--- src/rtl/if_stage_pkg.sv ---
// rtl/if_stage_pkg.sv - shared constants, FSM encoding and helpers for the fetch stage
package if_stage_pkg;

    localparam logic [31:0] NOP_INSTR_DEF = 32'h0000_0000;
    localparam logic [31:0] RESET_PC_DEF  = 32'h0000_0000;

    typedef enum logic [1:0] {
        ST_FETCH = 2'd0,
        ST_HOLD  = 2'd1,
        ST_DRAIN = 2'd2
    } fetch_state_e;

    function automatic logic [31:0] align_word(input logic [31:0] a);
        return {a[31:2], 2'b00};
    endfunction

endpackage

--- src/rtl/if_stage_if.sv ---
// rtl/if_stage_if.sv - instruction-memory req/ready port
interface if_stage_if;
    logic        req;
    logic [31:0] addr;
    logic [31:0] rdata;
    logic        ready;

    modport master (output req, addr, input rdata, ready);
    modport slave  (input req, addr, output rdata, ready);
endinterface

--- src/rtl/if_id_reg.sv ---
// rtl/if_id_reg.sv - IF/ID pipeline register with load, flush-to-bubble and hold
module if_id_reg
    import if_stage_pkg::*;
#(
    parameter logic [31:0] NOP_INSTR = NOP_INSTR_DEF
) (
    input  logic        clk,
    input  logic        rst_n,
    input  logic        load,
    input  logic        flush,
    input  logic [31:0] pc_d,
    input  logic [31:0] instr_d,
    output logic [31:0] pc_q,
    output logic [31:0] instr_q,
    output logic        valid_q
);

    // Flush leaves PC alone: ID ignores it when valid_q is low.
    always_ff @(posedge clk or negedge rst_n) begin
        if (!rst_n) begin
            pc_q    <= '0;
            instr_q <= NOP_INSTR;
            valid_q <= 1'b0;
        end else if (load) begin
            pc_q    <= pc_d;
            instr_q <= instr_d;
            valid_q <= 1'b1;
        end else if (flush) begin
            instr_q <= NOP_INSTR;
            valid_q <= 1'b0;
        end
    end

endmodule

--- src/rtl/if_stage.sv ---
// rtl/if_stage.sv - instruction fetch: fetch PC, imem handshake FSM, redirect/stall handling
module if_stage
    import if_stage_pkg::*;
#(
    parameter logic [31:0] RESET_PC  = RESET_PC_DEF,
    parameter logic [31:0] NOP_INSTR = NOP_INSTR_DEF
) (
    input  logic               clk,
    input  logic               rst_n,
    input  logic               Stall,
    input  logic               PCsrc,
    input  logic               JUMP,
    input  logic [31:0]        NewPC,
    if_stage_if.master         imem,
    output logic [31:0]        PC,
    output logic [31:0]        INSTR,
    output logic               IF_valid
);

    fetch_state_e state;
    logic [31:0]  fetch_pc;
    logic [31:0]  redir_pc;
    logic [31:0]  buffer;

    logic        redirect;
    logic [31:0] target;
    logic [31:0] pc_plus4;
    logic        load;
    logic        flush;
    logic [31:0] load_instr;

    // A stalled branch has not left ID, so its redirect is not yet real.
    assign redirect = (PCsrc | JUMP) & ~Stall;
    assign target   = align_word(NewPC);
    assign pc_plus4 = fetch_pc + 32'd4;

    assign imem.req  = rst_n & (state != ST_HOLD);
    assign imem.addr = fetch_pc;

    always_comb begin
        load       = 1'b0;
        load_instr = imem.rdata;
        case (state)
            ST_FETCH: load = imem.ready & ~redirect & ~Stall;
            ST_HOLD: begin
                load       = ~redirect & ~Stall;
                load_instr = buffer;
            end
            default: load = 1'b0;
        endcase
        // Anything not loading while ID advances becomes a bubble, redirects included.
        flush = ~Stall & ~load;
    end

    always_ff @(posedge clk or negedge rst_n) begin
        if (!rst_n) begin
            state    <= ST_FETCH;
            fetch_pc <= align_word(RESET_PC);
            redir_pc <= align_word(RESET_PC);
            buffer   <= '0;
        end else begin
            case (state)
                ST_FETCH: begin
                    if (imem.ready) begin
                        if (redirect) begin
                            fetch_pc <= target;
                        end else if (Stall) begin
                            buffer <= imem.rdata;
                            state  <= ST_HOLD;
                        end else begin
                            fetch_pc <= pc_plus4;
                        end
                    end else if (redirect) begin
                        redir_pc <= target;
                        state    <= ST_DRAIN;
                    end
                end
                ST_HOLD: begin
                    if (redirect) begin
                        fetch_pc <= target;
                        state    <= ST_FETCH;
                    end else if (!Stall) begin
                        fetch_pc <= pc_plus4;
                        state    <= ST_FETCH;
                    end
                end
                ST_DRAIN: begin
                    // Outstanding request must complete before the new address goes out.
                    if (imem.ready) begin
                        fetch_pc <= redirect ? target : redir_pc;
                        state    <= ST_FETCH;
                    end else if (redirect) begin
                        redir_pc <= target;
                    end
                end
                default: state <= ST_FETCH;
            endcase
        end
    end

    if_id_reg #(.NOP_INSTR(NOP_INSTR)) u_if_id_reg (
        .clk     (clk),
        .rst_n   (rst_n),
        .load    (load),
        .flush   (flush),
        .pc_d    (pc_plus4),
        .instr_d (load_instr),
        .pc_q    (PC),
        .instr_q (INSTR),
        .valid_q (IF_valid)
    );

endmodule

--- src/flat_wrapper.sv ---
// flat-port wrapper written by rule: the top's interface ports become plain ports
module if_stage_flat import if_stage_pkg::*;
#(
    parameter logic [31:0] RESET_PC  = RESET_PC_DEF,
    parameter logic [31:0] NOP_INSTR = NOP_INSTR_DEF
)
  (clk, rst_n, Stall, PCsrc, JUMP, NewPC, PC, INSTR, IF_valid, imem_req, imem_addr, imem_rdata, imem_ready);
  if_stage_if imem_i ();
  input  logic clk;
  input  logic rst_n;
  input  logic Stall;
  input  logic PCsrc;
  input  logic JUMP;
  input  logic [31:0] NewPC;
  output logic [31:0] PC;
  output logic [31:0] INSTR;
  output logic IF_valid;
  output wire logic [$bits(imem_i.req)-1:0] imem_req;
  output wire logic [$bits(imem_i.addr)-1:0] imem_addr;
  input wire logic [$bits(imem_i.rdata)-1:0] imem_rdata;
  input wire logic [$bits(imem_i.ready)-1:0] imem_ready;
  assign imem_req = imem_i.req;
  assign imem_addr = imem_i.addr;
  assign imem_i.rdata = imem_rdata;
  assign imem_i.ready = imem_ready;
  if_stage #(.RESET_PC(RESET_PC), .NOP_INSTR(NOP_INSTR)) u_core (.clk(clk), .rst_n(rst_n), .Stall(Stall), .PCsrc(PCsrc), .JUMP(JUMP), .NewPC(NewPC), .imem(imem_i), .PC(PC), .INSTR(INSTR), .IF_valid(IF_valid));
endmodule
--- config.mk ---
export PLATFORM = sky130hd
export DESIGN_NAME = if_stage_flat
export DESIGN_NICKNAME = d
export VERILOG_FILES = /design/src/rtl/if_stage_pkg.sv /design/src/rtl/if_stage_if.sv /design/src/rtl/if_id_reg.sv /design/src/rtl/if_stage.sv /design/src/flat_wrapper.sv
export SDC_FILE = /design/constraint.sdc
export NUM_CORES = 1
export LEC_CHECK = 0
export ABC_CLOCK_PERIOD_IN_PS = 2500
export BUFFER_PORTS_ARGS = -buffer_cell sky130_fd_sc_hd__buf_2
export CORE_ASPECT_RATIO = 1.5
export CORE_MARGIN = 3
export CORE_UTILIZATION = 50
export DETAILED_ROUTE_END_ITERATION = 12
export GPL_TIMING_DRIVEN = 0
export PLACE_DENSITY = 0.74
export SYNTH_ARGS = -nofsm -noshare
export SYNTH_HDL_FRONTEND = slang
export SYNTH_SLANG_ARGS = --single-unit
--- constraint.sdc ---
create_clock -name clk -period 2.5 [get_ports clk]
set_input_delay 0.25 -clock clk [delete_from_list [all_inputs] [get_ports clk]]
set_output_delay 0.25 -clock clk [all_outputs]
set_load 0.03 [all_outputs]
======== Word-level counts from Yosys, hierarchy flattened ========
Cells that the tools add are included.
storage, ports and cells
  output and inout port bits .............. 98
  flip-flop bits (word level) ............. 163
  input port bits ......................... 70
operators by class
  bitwise gates (word level) .............. 11
  mux-type cells .......................... 20
  equality and inequality tests ........... 9
  reductions and logical operators ........ 8
  add/sub/neg operators ................... 1
operators by type and width
  operator                                                                 number
  32-bit 2-to-1 mux                                                        8
  32-bit one-hot mux with 3 select lines                                   1
  32-bit by 3-bit adder with 32-bit output, second input constant          1
  2-bit 2-to-1 mux                                                         7
  3-bit by 2-bit inequality test with 1-bit output, second input constant  3
  1-bit bitwise AND                                                        6
  2-bit one-hot mux with 3 select lines                                    1
  5-bit AND reduction                                                      1
  2-bit inequality test, second input constant                             2
  1-bit inverter                                                           4
  4-bit AND reduction                                                      1
  3-bit inequality test, second input constant                             1
  3-bit AND reduction                                                      1
  3-bit nonzero test                                                       1
  2-bit by 1-bit equality test with 1-bit output, second input constant    1
  2-bit equality test, second input constant                               1
  2-bit logical NOT                                                        1
  1-bit 2-to-1 mux                                                         2
  2-bit by 1-bit inequality test with 1-bit output, second input constant  1
  1-bit one-hot mux with 2 select lines                                    1
  2-bit AND reduction                                                      1
  2-bit nonzero test                                                       1
  2-bit OR reduction                                                       1
  1-bit bitwise OR                                                         1

======== Logic depth before layout (Yosys ltp) ========
Gate-level depths: netlist of the first run.
  depth after elaboration ................. 10
  gate-level depth with buffers ........... 9
  depth with buffers taken out ............ 6

======== By module ========
From an unflattened synthesis of the first run, not the netlist that was laid out.
unflattened totals
  cells, all modules ...................... 693
  area total of the unflattened synthesis .. 8010.2 µm²
by module, submodules not included
  module     cells an instance  seq. area each (µm²)  area each (µm²)  instances
  if_stage   551                2452.4                5599.1           1
  if_id_reg  142                1626.6                2411.1           1

======== Least setup slack after synthesis of the first run ========
OpenSTA, ideal clock, no wires.
  kind .................................... flip-flop to flip-flop
  start point ............................. register u_core.fetch_pc[2] (netlist: u_core.imem.addr[2])
  end point ............................... register u_core.fetch_pc[26] (netlist: u_core.imem.addr[26])
  slack ................................... 0.481 ns
  stages on the path, launching flop included .. 8
  clock period less this slack ............ 2.019 ns
  buffers on the path ..................... 1
  data arrival time ....................... 1.874 ns
  cell sequence ........................... dfrtp_1 > ha_1 > nand2_2 > nor4_2 > buf_4 > nand4_1 > nand3_1 > o311ai_2
between the ends
  cells in the longest elaborated chain, start to end .. 5
ends and longest elaborated chain
  element                                     RTL line                        text
  start, declared                             if_stage.sv:21                  logic [31:0] fetch_pc;
  start signal, assigned                      if_stage.sv:58                  fetch_pc <= align_word(RESET_PC);
  start signal, assigned                      if_stage.sv:66                  fetch_pc <= target;
  start signal, assigned                      if_stage.sv:71                  fetch_pc <= pc_plus4;
  32-bit by 3-bit adder with 32-bit output *  if_stage.sv:35                  assign pc_plus4 = fetch_pc + 32'd4;
  32-bit 2-to-1 mux *                         if_stage.sv:67, if_stage.sv:82
  32-bit 2-to-1 mux *                         if_stage.sv:79                  if (redirect) begin
  32-bit 2-to-1 mux                           if_stage.sv:64                  if (imem.ready) begin
  32-bit one-hot mux with 3 select lines *    if_stage.sv:62                  case (state)
Every way passes the cells marked *; elsewhere a longest branch is shown, timed or not. The select of a mux whose other input is x is not followed.
A chain may end at the register's enable or synchronous reset.

======== Final worst setup path of the first run ========
  start point ............................. register u_core.fetch_pc[4] (netlist: u_core.imem.addr[4])
  end point ............................... register u_core.fetch_pc[31] (netlist: u_core.imem.addr[31])
The elaborated chain is that of the path after synthesis.

==> results.txt, run 1 <==
Status: finished clean
Proportion of synthesized area in mux cells: 0.1340
Ports: 168
Initial DRC Count: 284
RSZ-0062 raised after global routing: false
CP Class: reg2reg
Slew HR: 0.3887
Remaining DRCs: 0
Initial antenna violation count: 1
Leading area contributor after synthesis: dfrtp_1
Critical path buffers and inverters: 1
Setup bufs post-CTS: 0
DRT Pass-1 Iters: 5
Placement Setup Slack: 198.0 ps
FF+latch count, synth: 163
TritonCTS clock tree: built
# Max-Cap Violations: 0
Clk Latency, worst-skew pair: 420 ps
Hold/Removal Path Class: in2reg
Hold slack: 75.35 ps
Top post-synthesis cells by area: dfrtp_1 51%, mux2_2 9.2%, o21ai_0 4.9%, nand2_1 4.9%, mux2i_1 4.2%
Post-synth top area share: 0.5145
Crit share post-route: 0.9286
Remaining Overflow, GRT: 0
Max VDD drop: 0.4757 mV
Ys async rst share: 1.000
DIE AREA: 17430 µm²
Synth Area per Inst: 10.79 µm²
Clk sinks: 163
Final antenna diode count: 0
Yosys warnings: 0
Layout Utilization: 0.6322
H-tree levels: 4
Vias in the first global route: 6618
Minimum clock period: 2321 ps
Largest net degree at the start of global routing: 120
Worst path max stage delay: 760 ps
Final Hold Viols: 0
Mapped Area: 7928 µm²
Detailed Route WL: 20800 µm
Clk buf depth: 2
Worst slew pin tran: 908.5 ps
Die height: 160.2 µm
GP Congestion: 0.9275
Crit end category: flip-flop
Final worst slack: 178.5 ps
Delay-heaviest family, CP: simple AND/OR/NAND/NOR gates
Avg Vias per Cell: 5.599
Syn nets: 806
Layout cell share with drive strength beyond 1: 0.3548
Post-synth EDFFs: 0
Root buf cell: clkbuf_16
Routed Antenna Nets: 0
Clk slew on worst S/H paths: 70 ps
Required time of the worst setup path: 2790 ps
Simple-Gate Fraction of Synth Area: 0.1408
Tot GR Track Use: 0.2448
Largest family of logic cells by synthesized area: simple AND/OR/NAND/NOR gates
Fin. max-slew vios: 0
Rows: 55
Xor and xnor area share after synthesis: 0.03093
Resize count post-CTS: 0
Drt wl/cell: 18.37 µm
Port Buffer Count: 164
Fin area: 9702 µm²
Layout net count: 992
Vias: 6338
Layout Skew: 8.330 ps
Top_reg_cell synth: dfrtp_1
Sequential share of the synthesized area: 0.5145
Post-Synthesis Cells: 735
Static leakage: 4.458 nW
CP arrival: 2610 ps
# setup viols final: 0
Crit Path Max Fanout: 8
Crit-path cells: buf_4, nand3_2, nor4_1, nand4_1, nand3_1, o311ai_2
CP max stage cell: nor4_1
Complex-gate fraction of the synthesized area: 0.1302
CP Launch Type: flip-flop
FMAX: 430.8 MHz
P&R area growth vs syn: 22.38%
Core area: 15350 µm²
Placed Area: 9035 µm²
DP Wirelength: 15210 µm
PwrDens: 963.9 nW/µm²
Synth cell types: 59
CTS Buf Count: 17
Post-Synth Adder-Cell Area: 0.001578
Global-route wire length before repair: 33530 µm
Initial Util: 0.5166
Setup TNS: 0 ps
Die Wd: 108.8 µm
-- path summary, 6_finish.rpt --
kind                            depth (start not counted)  slack, ps                          end                        start
min in group asynchronous                               2        320         u_core.imem.addr[16]                        rst_n
max in group asynchronous                               3       1470           u_core.redir_pc[6]                        rst_n
worst min-delay path                                    2         80            u_core.buffer[19]               imem_rdata[19]
worst max register to register                          6        180         u_core.imem.addr[31]          u_core.imem.addr[4]
worst max-delay path                                    6        180         u_core.imem.addr[31]          u_core.imem.addr[4]
worst min register to register                          2        470  u_core.u_if_id_reg.pc_q[14]  u_core.u_if_id_reg.pc_q[14]
-- Yosys cell counts (5+ instances only) --
library cell  count
nand4_1           7
o21ai_1          10
mux2i_1          33
dfrtp_1         163
o21ai_0          78
and2_1            5
clkbuf_1         12
nand3_1          37
clkbuf_8          5
o22ai_1           7
nor2_1           16
buf_2            22
xor2_1           12
nor2b_1           5
nand2_1         103
o311ai_2          9
mux2_2           65
inv_1             9
and3_1           12
a21oi_1          38
buf_4             9
xnor2_1          16
-- cell usage in the layout, fill, tap and decap left out, drive strengths merged, types with 6 or more instances in the layout --
master	instances
buf	200
dfrtp	163
nand2	106
o21ai	88
mux2	65
nand3	40
clkbuf	40
a21oi	38
mux2i	33
nor2	18
xnor2	16
and3	13
xor2	12
inv	12
o311ai	10
nand4	9
o22ai	7
nor3	6
-- final cells by class --
class                           count  area, µm²
Buffer                             54      346.6
Clock buffer                       20      456.7
Clock inverter                     11      175.2
Fill cell                        1322       5644
Inverter                            9      33.78
Multi-Input combinational cell    509       3468
Sequential cell                   163       4079
Tap cell                          199      249.0
Timing Repair Buffer              167      893.4
-- routing by layer --
metal	part of all wire	wire length, µm	GRT usage	vias up
li1	-	-	-	2968
met1	0.39	8044	0.2817	3082
met2	0.52	10820	0.4277	241
met3	0.063	1303	0.05540	45
met4	0.030	622	0.1080	2
met5	0.00034	7	0	-
-- sequential cells by signal, summed over array words and instances, names as in the netlist --
name	count
u_core.buffer	32
u_core.imem.addr	32
u_core.redir_pc	32
u_core.u_if_id_reg.instr_q	32
u_core.u_if_id_reg.pc_q	32
u_core.state	2
u_core.u_if_id_reg.valid_q	1
-- stage by stage --
step / cells / power, mW
after global routing: 1132 / 9.832
final: 1132 / 9.352
after detailed placement: 1099 / 6.595
after floorplan: 735 / 5.663
after CTS: 1131 / 9.404
after global placement: 1098 / 6.510
-- what timing repair did --
action,in CTS,in global routing
endpoints found under the setup margin,0,1
hold buffers,1,0
endpoints found under the hold margin,45,0
-- logic make-up (layout without fill, tap and decap cells) --
logic type	Yosys count	after routing
AND/OR/NAND/NOR	215	215
AO/OA/AOI/OAI	167	167
flip-flops	163	163
multiplexers	98	98
buffers and inverters	63	261
XOR/XNOR	28	28
adder cells (fa/ha/maj)	1	1
-- power breakdown --
group          switching (mW)  internal [mW]
registers               0.510           3.26
clock network            1.08           1.73
logic                    1.77          0.997
total                    3.36           5.99
-- worst reg2reg max path, cell delays in order, from the launching register on --
cell and delay, ps:
dfrtp_1 400, buf_4 190, nand3_2 220, nor4_1 760, nand4_1 340, nand3_1 190
o311ai_2 110
(Power assumes the default switching activity.)
==> run 2: changes to the inputs <==
--- a/config.mk
+++ b/config.mk
@@ -5,13 +5,13 @@
 export SDC_FILE = /design/constraint.sdc
 export NUM_CORES = 1
 export LEC_CHECK = 0
+export ABC_AREA = 1
 export ABC_CLOCK_PERIOD_IN_PS = 2500
 export BUFFER_PORTS_ARGS = -buffer_cell sky130_fd_sc_hd__buf_2
 export CORE_ASPECT_RATIO = 1.5
 export CORE_MARGIN = 3
 export CORE_UTILIZATION = 50
 export DETAILED_ROUTE_END_ITERATION = 12
-export GPL_TIMING_DRIVEN = 0
 export PLACE_DENSITY = 0.74
 export SYNTH_ARGS = -nofsm -noshare
 export SYNTH_HDL_FRONTEND = slang
==> run 2 against run 1 <==
  * Global-route usage increased by 0.10 points
  * Die area grew 0.73%
  * Combinational power rose by 34%
  * Maximum frequency grew 17%
  * Cell count rose by 16%
  * Final area barely moved
  * Core utilization shrank 1.1 points
  * Clock-buffer cell count shrank 3
  * Sequential cell count did not move
  * Non-clock buffer count is 37 lower
  * Register-to-register slack better by 340 ps
  * Via count is 6.1% higher
==> results.txt, run 2 <==
Internal power: 6.387 mW
Avg Vias per Cell: 5.141
Most common cell after layout, fill and taps aside: nand2_1
Minimum clock period: 1984 ps
Switching pwr: 4.262 mW
Post-Synthesis Cells: 928
DIE AREA: 17560 µm²
Tot GR Track Use: 0.2458
Largest net degree at the start of global routing: 116
Drt wl/cell: 16.05 µm
Sequential share of the synthesized area: 0.5107
DRT Pass-1 Iters: 4
PwrDens: 1098 nW/µm²
Crit end category: flip-flop
Ys async rst share: 1.000
FF+latch count, synth: 163
Layout net count: 1161
Clk sinks: 163
Clk Latency, worst-skew pair: 420 ps
Crit share post-route: 0.7937
Most frequent cells in the layout: 281 x nand2_1, 164 x buf_2, 163 x dfrtp_1
Remaining Overflow, GRT: 0
Routed Antenna Nets: 0
Die height: 160.8 µm
Post-synth top area share: 0.5107
Crit Path Max Fanout: 23
Rows: 56
M1 WL: 8073 µm
Initial DRC Count: 328
Top_reg_cell synth: dfrtp_1
Initial Util: 0.5112
Synth cell types: 36
Clk buf depth: 2
Clk slew on worst S/H paths: 70 ps
Vias: 6724
Core area: 15630 µm²
WL met2: 10930 µm
Reg power frac: 0.372
Top cells by count, synth: 281 x nand2_1, 163 x dfrtp_1, 129 x nor2_1
Hold/Removal Path Class: in2reg
Initial antenna violation count: 3
Synth Area per Inst: 8.607 µm²
Post-synth EDFFs: 0
Clk network pwr share: 0.279
Final Hold Viols: 0
Leading area contributor after synthesis: dfrtp_1
Setup TNS: 0 ps
Max VDD drop: 0.4764 mV
Comb pwr share: 0.350
CTS Buf Count: 17
Detailed Route WL: 20990 µm
Ports: 168
Top post-synthesis cells by area: dfrtp_1 51%, nand2_1 13%, nor2_1 6.1%, o31ai_2 4.7%, mux2_2 4.5%
P&R area growth vs syn: 21.44%
H-tree levels: 4
DP Wirelength: 15090 µm
Layout Skew: 18.41 ps
Sw frac: 0.4002
Layout cell share with drive strength beyond 1: 0.2765
Top Metal Used: met5
Fin. max-slew vios: 0
Syn nets: 999
Most frequent cell after synthesis: nand2_1
# Max-Cap Violations: 0
CP arrival: 2250 ps
FMAX: 504.0 MHz
Root buf cell: clkbuf_16
GP Congestion: 0.8733
Hold slack: 47.39 ps
TritonCTS clock tree: built
Remaining DRCs: 0
Required time of the worst setup path: 2770 ps
Worst slew pin tran: 624.2 ps
Status: finished clean
Port Buffer Count: 165
Yosys warnings: 0
Global-route wire length before repair: 33380 µm
Vias in the first global route: 6681
DR WL met3: 1178 µm
RSZ-0062 raised after global routing: false
CP Launch Type: flip-flop
# setup viols final: 0
Die Wd: 109.2 µm
Static leakage: 4.995 nW
CP Class: reg2reg
Mapped Area: 7988 µm²
Slew HR: 0.5833
run 2: area by class of cell:
| cell class | count | area, µm² |
|---|---|---|
| Clock buffer | 17 | 425.4 |
| Inverter | 82 | 307.8 |
| Sequential cell | 163 | 4079 |
| Multi-Input combinational cell | 642 | 3397 |
| Antenna cell | 2 | 5.005 |
| Clock inverter | 15 | 242.7 |
| Fill cell | 1385 | 5924 |
| Tap cell | 203 | 254.0 |
| Timing Repair Buffer | 184 | 989.7 |
run 2: through the flow:
step / cell area [µm²] / power, mW / worst slack [ps] / std cells / util
floorplan: 7988 / 6.511 / 764.2 / 928 / -
global placement: 9017 / 7.647 / 549.2 / 1273 / 0.5771
detailed placement: 9017 / 7.740 / 485.5 / 1273 / 0.5771
CTS: 9696 / 10.74 / 500.7 / 1306 / 0.6205
global route: 9701 / 11.25 / 448.8 / 1308 / 0.6208
finish: 9701 / 10.65 / 515.7 / 1308 / 0.6208
run 2: critical path, stage by stage (launching register included):
cell      delay (ps)
dfrtp_1          510
nor2_1           120
nor2_1           120
nand2_2          300
a211oi_1         600
a21boi_0         170
run 2: path summary, 6_finish.rpt:
path                               startpoint                            end  slack (ps)  cells after the start
max in group asynchronous               rst_n    u_core.u_if_id_reg.pc_q[30]        1150                      3
min reg2reg                u_core.redir_pc[1]             u_core.redir_pc[1]         470                      2
max                           u_core.state[1]           u_core.imem.addr[22]         520                      5
max reg2reg                   u_core.state[1]           u_core.imem.addr[22]         520                      5
min                                 NewPC[24]            u_core.redir_pc[24]          50                      3
min in group asynchronous               rst_n  u_core.u_if_id_reg.instr_q[9]         360                      2
run 2: cell families after synthesis:
| kind of cell | count (synthesis) | synth area share |
|---|---|---|
| AND/OR/NAND/NOR | 460 | 0.2320 |
| multiplexers | 32 | 0.04511 |
| adder cells (fa/ha/maj) | 1 | 0.001566 |
| AO/OA/AOI/OAI | 135 | 0.1306 |
| buffers and inverters | 123 | 0.06469 |
| XOR/XNOR | 14 | 0.01535 |
| flip-flops | 163 | 0.5107 |
run 2: repair_timing:
item / in CTS / in global routing
hold buffers: 1 / 0
gates resized for setup: 0 / 0
setup endpoints to repair: 0 / 0
endpoints found under the hold margin: 48 / 0
setup buffers: 0 / 0
run 2: power by group through the flow:
| stage | Clock [mW] | Combinational (mW) | Sequential (mW) |
|---|---|---|---|
| 3_5_place_dp | 0 | 3.74 | 4.00 |
| 6_report | 2.97 | 3.72 | 3.96 |
| 5_1_grt | 3.11 | 4.08 | 4.06 |
| 4_1_cts | 3.02 | 3.76 | 3.96 |
| 2_1_floorplan | 0 | 1.65 | 4.86 |
| 3_3_place_gp | 0 | 3.68 | 3.97 |
run 2: per-layer routing:
layer | vias up | track usage
li1 | 3305 | -
met1 | 3177 | 0.2837
met2 | 200 | 0.4239
met3 | 40 | 0.05348
met4 | 2 | 0.1220
met5 | - | 0
==> run 3: changes to the inputs <==
--- a/config.mk
+++ b/config.mk
@@ -6,7 +6,7 @@
 export NUM_CORES = 1
 export LEC_CHECK = 0
 export ABC_AREA = 1
-export ABC_CLOCK_PERIOD_IN_PS = 2500
+export ABC_CLOCK_PERIOD_IN_PS = 2050
 export BUFFER_PORTS_ARGS = -buffer_cell sky130_fd_sc_hd__buf_2
 export CORE_ASPECT_RATIO = 1.5
 export CORE_MARGIN = 3
==> constraint.sdc (replaced) <==
create_clock -name clk -period 2.05 [get_ports clk]
set_input_delay 0.205 -clock clk [delete_from_list [all_inputs] [get_ports clk]]
set_output_delay 0.205 -clock clk [all_outputs]
set_load 0.03 [all_outputs]
==> run 3 against run 2 <==
  * Register-to-register slack got worse by 270 ps
  * Non-clock buffer count is 9 higher
  * Combinational power grew 24%
  * Critical path depth up 1
  * Clock skew fell by 9.8 ps
  * Via count is 0.64% higher
  * Wire length is 0.21% lower
  * Global-route usage increased by 0.52 points
  * Final area is 0.34% higher
  * Cell count is 0.61% higher
  * Largest power group unchanged
  * Highest routed layer is now met4
==> results.txt, run 3 (same netlist as run 2, synthesis figures left out) <==
Die height: 160.8 µm
R2r startpoint: u_core.state[1]
Fin. max-slew vios: 0
H-tree levels: 4
# setup viols final: 0
Clk sinks: 163
Reg power frac: 0.383
Initial antenna violation count: 1
DIE AREA: 17560 µm²
Switching pwr: 5.253 mW
Slew HR: 0.5339
GP Congestion: 0.8776
CP max stage cell: dfrtp_1
Layout net count: 1170
Status: finished clean
Met2 GRT Util: 0.4379
FMAX: 554.9 MHz
Setup TNS: 0 ps
Avg Vias per Cell: 5.142
Global-route wire length before repair: 34370 µm
Final worst slack: 248.0 ps
Crit-path cells: nand2_1, inv_1, nor3_2, buf_4, or2_2, a21boi_0
Clk Latency, worst-skew pair: 430 ps
Clk slew on worst S/H paths: 70 ps
CP startpoint: u_core.state[1]
Worst path max stage delay: 480 ps
Drt wl/cell: 15.91 µm
GRT busiest layer: met2
Sw frac: 0.4162
Initial DRC Count: 428
# Max-Cap Violations: 0
Minimum setup slack among reg-to-reg paths: 250 ps
Minimum clock period: 1802 ps
Die Wd: 109.2 µm
M1 GR Usage: 0.2795
Rows: 56
Hold Crit Depth: 3
Crit path depth: 6
Detailed Route WL: 20940 µm
Ports: 168
Max VDD drop: 0.6471 mV
Root buf cell: clkbuf_16
Static leakage: 5.004 nW
Remaining Overflow, GRT: 0
Clk buf depth: 2
Delay-heaviest family, CP: simple AND/OR/NAND/NOR gates
Core area: 15630 µm²
Port Buffer Count: 165
CP arrival: 2130 ps
DP Wirelength: 14910 µm
DRT Pass-1 Iters: 5
CP endpoint: u_core.imem.addr[11]
TritonCTS clock tree: built
Worst slew pin tran: 699.2 ps
Reg2Reg Depth: 6
Worst reg2reg endpoint: u_core.imem.addr[11]
Routed Antenna Nets: 0
Crit end category: flip-flop
Final Hold Viols: 0
Largest net degree at the start of global routing: 107
Internal power: 7.366 mW
Setup bufs post-CTS: 0
Placement Setup Slack: 179.7 ps
Layout Skew: 8.654 ps
Required time of the worst setup path: 2380 ps
Vias: 6767
P&R area growth vs syn: 21.85%
Critical path buffers and inverters: 2
Tot GR Track Use: 0.2510
Crit share post-route: 0.8790
Vias in the first global route: 6991
Initial Util: 0.5112
Most frequent cells in the layout: 281 x nand2_1, 164 x buf_2, 163 x dfrtp_1
CP Class: reg2reg
Crit Path Max Fanout: 9
PwrDens: 1297 nW/µm²
Remaining DRCs: 0
Comb pwr share: 0.365
Clk network pwr share: 0.253
Layout cell share with drive strength beyond 1: 0.2806
Hold/Removal Path Class: in2reg
Most common cell after layout, fill and taps aside: nand2_1
RSZ-0062 raised after global routing: false
CP Launch Type: flip-flop
Grt met3 use: 0.05669
CTS Buf Count: 17
[run 3: through the flow]
step           std cells  power, mW  area, µm²    util  hold slack [ps]
5_1_grt             1316      13.40       9733  0.6229            14.38
2_1_floorplan        928      7.940       7988       -           -90.59
3_3_place_gp        1278      9.366       9092  0.5819            330.6
4_1_cts             1315      12.70       9726  0.6224            1.961
6_report            1316      12.62       9733  0.6229            14.73
3_5_place_dp        1278      9.484       9092  0.5819            323.6
[run 3: power groups by stage]
stage	registers (mW)	logic (mW)	clock network (mW)
2_1_floorplan	5.93	2.01	0
3_3_place_gp	4.83	4.53	0
3_5_place_dp	4.88	4.61	0
4_1_cts	4.82	4.64	3.24
5_1_grt	4.96	5.07	3.37
6_report	4.83	4.60	3.19
[run 3: how the worst min path moves through the flow]
stage	start	to	slack (ps)
final	NewPC[11]	u_core.redir_pc[11]	10
after CTS	NewPC[11]	u_core.redir_pc[11]	2
after detailed placement	rst_n	u_core.redir_pc[3]	320
after global routing	imem_rdata[25]	u_core.buffer[25]	10
after floorplan	rst_n	u_core.buffer[0]	-90
after global placement	rst_n	u_core.redir_pc[4]	330
[run 3: metal layers]
layer	up-vias	share of wire
met5	-	0
met4	0	0.047
met3	43	0.059
met2	188	0.51
met1	3228	0.38
li1	3308	-
[run 3: what timing repair did]
item,4_1_cts,5_1_grt
endpoints found under the setup margin,0,2
gates resized for setup,0,2
hold buffers,5,0
endpoints found under the hold margin,167,0
[run 3: worst min-delay path: stages]
cell,delay [ps]
buf_2,90
nand2_1,40
o21ai_0,60
[run 3: area by class of cell]
type / count / area, µm²
Antenna cell: 1 / 2.502
Clock buffer: 18 / 439.2
Clock inverter: 14 / 143.9
Fill cell: 1386 / 5892
Inverter: 82 / 307.8
Multi-Input combinational cell: 642 / 3402
Sequential cell: 163 / 4079
Tap cell: 203 / 254.0
Timing Repair Buffer: 193 / 1105
